### config.mk
export PLATFORM = sky130hd
export DESIGN_NAME = gpio_irq_ctrl_flat
export DESIGN_NICKNAME = d
export VERILOG_FILES = /design/src/rtl/gpio_irq_ctrl_if.sv /design/src/rtl/gpio_irq_ctrl.sv /design/src/flat_wrapper.sv
export SDC_FILE = /design/constraint.sdc
export NUM_CORES = 1
export LEC_CHECK = 0
export ABC_CLOCK_PERIOD_IN_PS = 4500
export CAP_MARGIN = 10
export CORE_UTILIZATION = 35
export CTS_BUF_LIST = sky130_fd_sc_hd__clkbuf_16
export CTS_CLUSTER_SIZE = 12
export DETAILED_ROUTE_END_ITERATION = 8
export GPL_TIMING_DRIVEN = 0
export PLACE_DENSITY = 0.57
export SYNTH_ARGS = -nofsm -noshare
export SYNTH_HDL_FRONTEND = slang
export SYNTH_SLANG_ARGS = --single-unit
### constraint.sdc
create_clock -name clock -period 4.5 [get_ports clock]
set_input_delay 0.9 -clock clock [delete_from_list [all_inputs] [get_ports clock]]
set_output_delay 0.9 -clock clock [all_outputs]
set_load 0.02 [all_outputs]
### src/rtl/gpio_irq_ctrl_if.sv
// Simple_Mem bus bundle between the fabric (master) and the GPIO controller (slave).
interface gpio_irq_ctrl_if;
  logic [31:0] wr_addr;
  logic        wr_valid;
  logic [31:0] wr_data;
  logic [3:0]  wr_byteEn;
  logic        wr_ready;
  logic [31:0] rd_addr;
  logic        rd_valid;
  logic [3:0]  rd_byteEn;
  logic        rd_ready;
  logic [31:0] rd_data;

  modport master (
    output wr_addr, wr_valid, wr_data, wr_byteEn, rd_addr, rd_valid, rd_byteEn,
    input  wr_ready, rd_ready, rd_data
  );

  modport slave (
    input  wr_addr, wr_valid, wr_data, wr_byteEn, rd_addr, rd_valid, rd_byteEn,
    output wr_ready, rd_ready, rd_data
  );
endinterface

### src/rtl/gpio_irq_ctrl.sv
// GPIO with atomic output ops and W1C edge interrupts; bus ready/rd_data one cycle after accept.
// A channel whose ready is high cannot accept, so held valid yields one access per two cycles.
module gpio_irq_ctrl #(
  parameter int          PINS        = 32,
  parameter logic [31:0] ADDR        = 32'h1000_0000,
  parameter int          SYNC_STAGES = 2
) (
  input  logic            clock,
  input  logic            reset,
  gpio_irq_ctrl_if.slave  bus,
  input  logic [PINS-1:0] pins_in,
  output logic [PINS-1:0] pins_out,
  output logic [PINS-1:0] pins_oe,
  output logic            irq
);

  localparam int ARM_CYC = SYNC_STAGES + 1;
  localparam int CW      = $clog2(ARM_CYC + 1);

  logic [PINS-1:0] dir_q, dir_d, out_q, out_d;
  logic [PINS-1:0] rise_en_q, rise_en_d, fall_en_q, fall_en_d;
  logic [PINS-1:0] status_q, status_d, prev_q, prev_d;
  logic [PINS-1:0] sync_q [SYNC_STAGES];
  logic [PINS-1:0] sync_d [SYNC_STAGES];
  logic [CW-1:0]   arm_cnt_q, arm_cnt_d;
  logic            wr_ready_q, wr_ready_d, rd_ready_q, rd_ready_d, irq_q, irq_d;
  logic [31:0]     rd_data_q, rd_data_d;

  logic            wr_acc, rd_acc, armed;
  logic [31:0]     wbm, rbm, wdat32, rd_word;
  logic [PINS-1:0] wbits, wbmp, w1c, in_sync, rise, fall;
  logic            unused_addr_bits;

  assign unused_addr_bits = ^{bus.wr_addr[1:0], bus.rd_addr[1:0]};

  assign in_sync = sync_q[SYNC_STAGES-1];
  assign armed   = (arm_cnt_q == CW'(ARM_CYC));
  assign wr_acc  = bus.wr_valid && (bus.wr_addr[31:6] == ADDR[31:6]) && !wr_ready_q;
  assign rd_acc  = bus.rd_valid && (bus.rd_addr[31:6] == ADDR[31:6]) && !rd_ready_q;

  always_comb begin
    sync_d[0] = pins_in;
    for (int i = 1; i < SYNC_STAGES; i++) sync_d[i] = sync_q[i-1];
    prev_d    = in_sync;
    arm_cnt_d = armed ? arm_cnt_q : arm_cnt_q + CW'(1);
    // Edges are masked until the synchroniser has flushed its reset zeros.
    rise = armed ? (in_sync & ~prev_q & rise_en_q) : '0;
    fall = armed ? (~in_sync & prev_q & fall_en_q) : '0;
  end

  always_comb begin
    wbm       = {{8{bus.wr_byteEn[3]}}, {8{bus.wr_byteEn[2]}},
                 {8{bus.wr_byteEn[1]}}, {8{bus.wr_byteEn[0]}}};
    wdat32    = bus.wr_data & wbm;
    wbits     = wdat32[PINS-1:0];
    wbmp      = wbm[PINS-1:0];
    dir_d     = dir_q;
    out_d     = out_q;
    rise_en_d = rise_en_q;
    fall_en_d = fall_en_q;
    w1c       = '0;
    if (wr_acc) begin
      case (bus.wr_addr[5:2])
        4'h0:    dir_d     = (dir_q & ~wbmp) | wbits;
        4'h2:    out_d     = (out_q & ~wbmp) | wbits;
        4'h3:    out_d     = out_q | wbits;
        4'h4:    out_d     = out_q & ~wbits;
        4'h5:    out_d     = out_q ^ wbits;
        4'h6:    rise_en_d = (rise_en_q & ~wbmp) | wbits;
        4'h7:    fall_en_d = (fall_en_q & ~wbmp) | wbits;
        4'h8:    w1c       = wbits;
        default: ;
      endcase
    end
    // A fresh edge outranks a simultaneous W1C of the same bit.
    status_d   = (status_q & ~w1c) | rise | fall;
    irq_d      = |status_d;
    wr_ready_d = wr_acc;
  end

  always_comb begin
    rbm     = {{8{bus.rd_byteEn[3]}}, {8{bus.rd_byteEn[2]}},
               {8{bus.rd_byteEn[1]}}, {8{bus.rd_byteEn[0]}}};
    rd_word = '0;
    case (bus.rd_addr[5:2])
      4'h0:    rd_word[PINS-1:0] = dir_q;
      4'h1:    rd_word[PINS-1:0] = in_sync;
      4'h2:    rd_word[PINS-1:0] = out_q;
      4'h6:    rd_word[PINS-1:0] = rise_en_q;
      4'h7:    rd_word[PINS-1:0] = fall_en_q;
      4'h8:    rd_word[PINS-1:0] = status_q;
      default: rd_word = '0;
    endcase
    rd_ready_d = rd_acc;
    rd_data_d  = rd_acc ? (rd_word & rbm) : '0;
  end

  always_ff @(posedge clock) begin
    if (reset) begin
      dir_q      <= '0;
      out_q      <= '0;
      rise_en_q  <= '0;
      fall_en_q  <= '0;
      status_q   <= '0;
      prev_q     <= '0;
      for (int i = 0; i < SYNC_STAGES; i++) sync_q[i] <= '0;
      arm_cnt_q  <= '0;
      wr_ready_q <= 1'b0;
      rd_ready_q <= 1'b0;
      rd_data_q  <= '0;
      irq_q      <= 1'b0;
    end else begin
      dir_q      <= dir_d;
      out_q      <= out_d;
      rise_en_q  <= rise_en_d;
      fall_en_q  <= fall_en_d;
      status_q   <= status_d;
      prev_q     <= prev_d;
      for (int i = 0; i < SYNC_STAGES; i++) sync_q[i] <= sync_d[i];
      arm_cnt_q  <= arm_cnt_d;
      wr_ready_q <= wr_ready_d;
      rd_ready_q <= rd_ready_d;
      rd_data_q  <= rd_data_d;
      irq_q      <= irq_d;
    end
  end

  assign bus.wr_ready = wr_ready_q;
  assign bus.rd_ready = rd_ready_q;
  assign bus.rd_data  = rd_data_q;
  assign pins_out     = out_q;
  assign pins_oe      = dir_q;
  assign irq          = irq_q;

endmodule

### src/flat_wrapper.sv
// flat-port wrapper written by rule: the top's interface ports become plain ports
module gpio_irq_ctrl_flat 
#(
  parameter int          PINS        = 32,
  parameter logic [31:0] ADDR        = 32'h1000_0000,
  parameter int          SYNC_STAGES = 2
)
  (clock, reset, pins_in, pins_out, pins_oe, irq, bus_wr_addr, bus_wr_valid, bus_wr_data, bus_wr_byteEn, bus_rd_addr, bus_rd_valid, bus_rd_byteEn, bus_wr_ready, bus_rd_ready, bus_rd_data);
  gpio_irq_ctrl_if bus_i ();
  input  logic clock;
  input  logic reset;
  input  logic [PINS-1:0] pins_in;
  output logic [PINS-1:0] pins_out;
  output logic [PINS-1:0] pins_oe;
  output logic irq;
  input wire logic [$bits(bus_i.wr_addr)-1:0] bus_wr_addr;
  input wire logic [$bits(bus_i.wr_valid)-1:0] bus_wr_valid;
  input wire logic [$bits(bus_i.wr_data)-1:0] bus_wr_data;
  input wire logic [$bits(bus_i.wr_byteEn)-1:0] bus_wr_byteEn;
  input wire logic [$bits(bus_i.rd_addr)-1:0] bus_rd_addr;
  input wire logic [$bits(bus_i.rd_valid)-1:0] bus_rd_valid;
  input wire logic [$bits(bus_i.rd_byteEn)-1:0] bus_rd_byteEn;
  output wire logic [$bits(bus_i.wr_ready)-1:0] bus_wr_ready;
  output wire logic [$bits(bus_i.rd_ready)-1:0] bus_rd_ready;
  output wire logic [$bits(bus_i.rd_data)-1:0] bus_rd_data;
  assign bus_i.wr_addr = bus_wr_addr;
  assign bus_i.wr_valid = bus_wr_valid;
  assign bus_i.wr_data = bus_wr_data;
  assign bus_i.wr_byteEn = bus_wr_byteEn;
  assign bus_i.rd_addr = bus_rd_addr;
  assign bus_i.rd_valid = bus_rd_valid;
  assign bus_i.rd_byteEn = bus_rd_byteEn;
  assign bus_wr_ready = bus_i.wr_ready;
  assign bus_rd_ready = bus_i.rd_ready;
  assign bus_rd_data = bus_i.rd_data;
  gpio_irq_ctrl #(.PINS(PINS), .ADDR(ADDR), .SYNC_STAGES(SYNC_STAGES)) u_core (.clock(clock), .reset(reset), .bus(bus_i), .pins_in(pins_in), .pins_out(pins_out), .pins_oe(pins_oe), .irq(irq));
endmodule
**After elaboration in Yosys (flattened, before gate mapping)**

Memories as Yosys holds them, arrays and structs flattened.
Cells that the tools add are included.
W data, S select, Z words.

- Register bits after elaboration: 229
- Bits in writable memories: 64
- Input port bits: 140
- Output and inout bits: 99
- Logic and storage cells: 82
- Memories: 1

Memory list:

| memory | words | bits a word | rd ports | clocked after memory_dff | wr ports | line | text |
|---|---|---|---|---|---|---|---|
| u_core.sync_q | 2 | 32 | 2 | 0 | 2 | gpio_irq_ctrl.sv:23 | `logic [PINS-1:0] sync_q [SYNC_STAGES];` |

- $add $sub $neg: 1
- Equality and inequality tests: 15
- Multiplexer cells: 11
- Bitwise gates (word level): 28
- Reduce and logical (&&, ||, !) cells: 15

Operator list:

| kind | count |
|---|---|
| $and A32 B32 Y32 | 12 |
| $or A32 B32 Y32 | 7 |
| $mux W32 | 6 |
| $pmux W32 S6 | 1 |
| $not A32 Y32 | 5 |
| $pmux W32 S4 | 1 |
| $eq A26 B23 Y1 const B | 2 |
| $reduce_or A32 Y1 | 1 |
| $xor A32 B32 Y32 | 1 |
| $eq A4 B3 Y1 const B | 6 |
| $eq A4 B2 Y1 const B | 3 |
| $eq A4 B4 Y1 const B | 2 |
| $logic_not A4 Y1 | 2 |
| $reduce_and A2 Y1 | 4 |
| $eq A4 B1 Y1 const B | 1 |
| $logic_and A1 B1 Y1 | 4 |
| $reduce_bool A4 Y1 | 1 |
| $mux W1 | 3 |
| $add A2 B1 Y2 const B | 1 |
| $eq A2 B2 Y1 const B | 1 |
| $logic_not A1 Y1 | 2 |
| $or A1 B1 Y1 | 2 |
| $reduce_or A2 Y1 | 1 |
| $not A1 Y1 | 1 |

**Depth between registers and ports, before layout**

- Depth after elaboration: 9
- Depth in mapped cells: 9
- Gate-level depth less buffers: 7

**Worst setup path before layout**

No wires, ideal clock.

- Path kind: input-to-reg
- Start point: input port bus_wr_addr[29]
- End point: register with a tool-made name
- Setup time: 0.132 ns
- Arrival time: 2.781 ns
- Setup slack: 1.586 ns
- Stages: 7
- Buffers on the path: 1
- Cell sequence: or4b_4 or3_1 buf_6 nor4_4 nand2_1 nand2_1 a21oi_1

RTL lines:

| item | line | text |
|---|---|---|
| from (decl) | flat_wrapper.sv:16 | `input wire logic [$bits(bus_i.wr_addr)-1:0] bus_wr_addr;` |

==> run metrics <==
Core Area 0.0348 mm²; starting density of the core 0.358; Max-slew headroom 0.109; width of the die 191 µm; Crit path required time approximately 4.9 ns; port bufs 233; Mapped Nets 1629; Reg clk slew, reported paths 0.05 ns; metal3 WL 4150 µm; first-pass GRT wire length 71100 µm; total congestion overflow 0; Synth Flop Type dfxtp_1; met1 WL between 20000 and 25000 µm; Highest Signal Layer met4; Worst Hold Slack 0.433 ns; H-tree depth 2; flops & latches, synth between 200 and 300; Clock Sinks 293; Avg Vias per Cell 5.62; YS warnings 0; area grow syn2layout 32.4%; initial antenna violation count 1; Pre-antenna DRT Iters 5; Hold/Removal Path Class reg -> reg; most instantiated cells after synthesis dfxtp_1, nand2_1, a22oi_1; die footprint 0.0363 mm²; # Max-Cap Violations 0; Post-synth EDFFs 0; Clock Skew 0.0181 ns; Mean Syn Cell Area 8.55 µm²; Final WS setup 0.845 ns; most common cell in the netlist dfxtp_1; Startpoint Class primary input; CTS root buf clkbuf_16; CTS tree done; CP arrival 4.01 ns; Placer Congestion around 0.86; n_diodes 0; Area contributors post-synth dfxtp_1, a22oi_1, nand2_1, nor2b_1, a21oi_1; Slew @ Worst Pin 1.33 ns; area leader, netlist dfxtp_1; Leakage between 0.005 and 0.006 µW; Final min period around 3.7 ns; Mapped Area 0.0125 mm²; async set-reset flop share out of synthesis 0; final setup fails 0; fillers approximately 3.4k; CTS hold repair buffers 0; pin count of the biggest net entering global routing 13; DR vias 12.4k; Yosys top cell area share 0.471; sequential share of the synthesized area 0.471; CTS Buf Count 35; post-synth cell types 41; die height 191 µm; Post-Route WL 47800 µm; metal2 WL 21800 µm; post-CTS sizing 0; Rows between 60 and 70; pre-CTS setup slack 0.299 ns; drt drc 0; post-CTS setup buffer count 0; Final Max Slew Viols 0; Max clock buf depth 3; setup TNS 0 ns; Period Utilization, post-route 0.812; RSZ-0062 raised after global routing false; status finished, final reports clean; Post-DRT Antenna Nets 0; Pwr Total 5880 µW; WL/cell 21.7 µm; Max VDD drop 0.201 mV; Max Freq between 200 and 300 MHz; post-synthesis cell count between 1k and 1.5k; Final Hold Viols 0; Setup crit end kind register; post-DP HPWL roughly 35000 µm; layout cells sized above 1 0.0400; Crit Path Category in -> reg; I/O pins between 200 and 250; worst skew pair latency 0.52 ns; vias in the first global route 11.9k; Cell Pwr Density 357 mW/mm²; Nets 1899; Tot GR Track Use 0.259; DRT iter0 DRCs 1205; CP max FO 9
routing by layer:
metal | GRT usage | vias to the layer above
met5 | 0 | -
met3 | 0.0442 | 108
met1 | 0.342 | 5895
met4 | 0.0917 | 0
li1 | - | 5770
met2 | 0.423 | 616
critical path: stages:
cell and delay (ns):
clkdlybuf4s50_1 0.40, nor4_1 0.32, nand4_1 0.24, or3_1 0.43
buf_6 0.16, nor4_4 0.80, nand2_1 0.50, nand2_1 0.18
a21oi_1 0.07
report_power, final:
| group | switching, µW | internal, µW | total, µW | leakage, µW |
|---|---|---|---|---|
| logic | 245 | 171 | 416 | 0.00245 |
| clock network | 1110 | 1700 | 2810 | 0.000586 |
| registers | 20.9 | 2630 | 2650 | 0.00238 |
| total | 1370 | 4510 | 5880 | 0.00542 |
worst paths after layout:
check | start | to | slack, ns | cells past startpoint
worst max-delay path | bus_wr_addr[15] | register | 0.84 | 9
worst min register to register | u_core.sync_q[0][16] | u_core.sync_q[0][48] | 0.43 | 1
worst min-delay path | u_core.sync_q[0][16] | u_core.sync_q[0][48] | 0.43 | 1
worst max register to register | u_core.arm_cnt_q[0] | u_core.irq | 1.10 | 7
through the flow:
stage                     cell area, µm²  std cells   util
after floorplan                    12500       1456      -
after detailed placement           15400       2144  0.441
final                              16500       2204  0.474
after global routing               16500       2204  0.474
after global placement             15400       2144  0.441
after CTS                          16500       2204  0.474
cell usage in the layout, fill, tap and decap left out, types with 14 or more instances in the layout:
| master | netlist | layout |
|---|---|---|
| a211oi_1 | 24 | 24 |
| a21oi_1 | 120 | 120 |
| a221oi_1 | 24 | 24 |
| a22oi_1 | 128 | 128 |
| a31oi_1 | 32 | 32 |
| and2_1 | 16 | 16 |
| clkbuf_1 | 80 | 80 |
| clkbuf_16 | 0 | 37 |
| clkdlybuf4s50_1 | 0 | 233 |
| dfxtp_1 | 293 | 293 |
| ha_1 | 33 | 33 |
| inv_1 | 34 | 42 |
| nand2_1 | 207 | 207 |
| nand3_1 | 104 | 104 |
| nand3b_1 | 32 | 32 |
| nor2_1 | 74 | 74 |
| nor2b_1 | 104 | 104 |
| nor4_1 | 14 | 14 |
| o21ai_0 | 59 | 59 |
logic make-up (layout without fill, tap and decap cells):
group / Yosys count / in the layout / synth area share
and+or+nand+nor: 578 / 578 / 0.234
xor gates and xnor gates: 2 / 2 / 0.00141
muxes: 1 / 1 / 0.000804
AOI/OAI and AO/OA: 417 / 417 / 0.215
adders and majority gates: 33 / 33 / 0.0332
buffers and inverters: 132 / 425 / 0.0451
DFF: 293 / 293 / 0.471
area by class of cell:
type,instances,area (µm²),share of cell area
Buffer,97,430,0.0261
Clock buffer,37,926,0.0562
Clock inverter,23,199,0.0121
Inverter,35,131,0.00797
Multi-Input combinational cell,1031,6030,0.366
Sequential cell,293,5870,0.356
Tap cell,455,569,0.0345
Timing Repair Buffer,233,2330,0.141
Power figures use the tool's default switching activity.
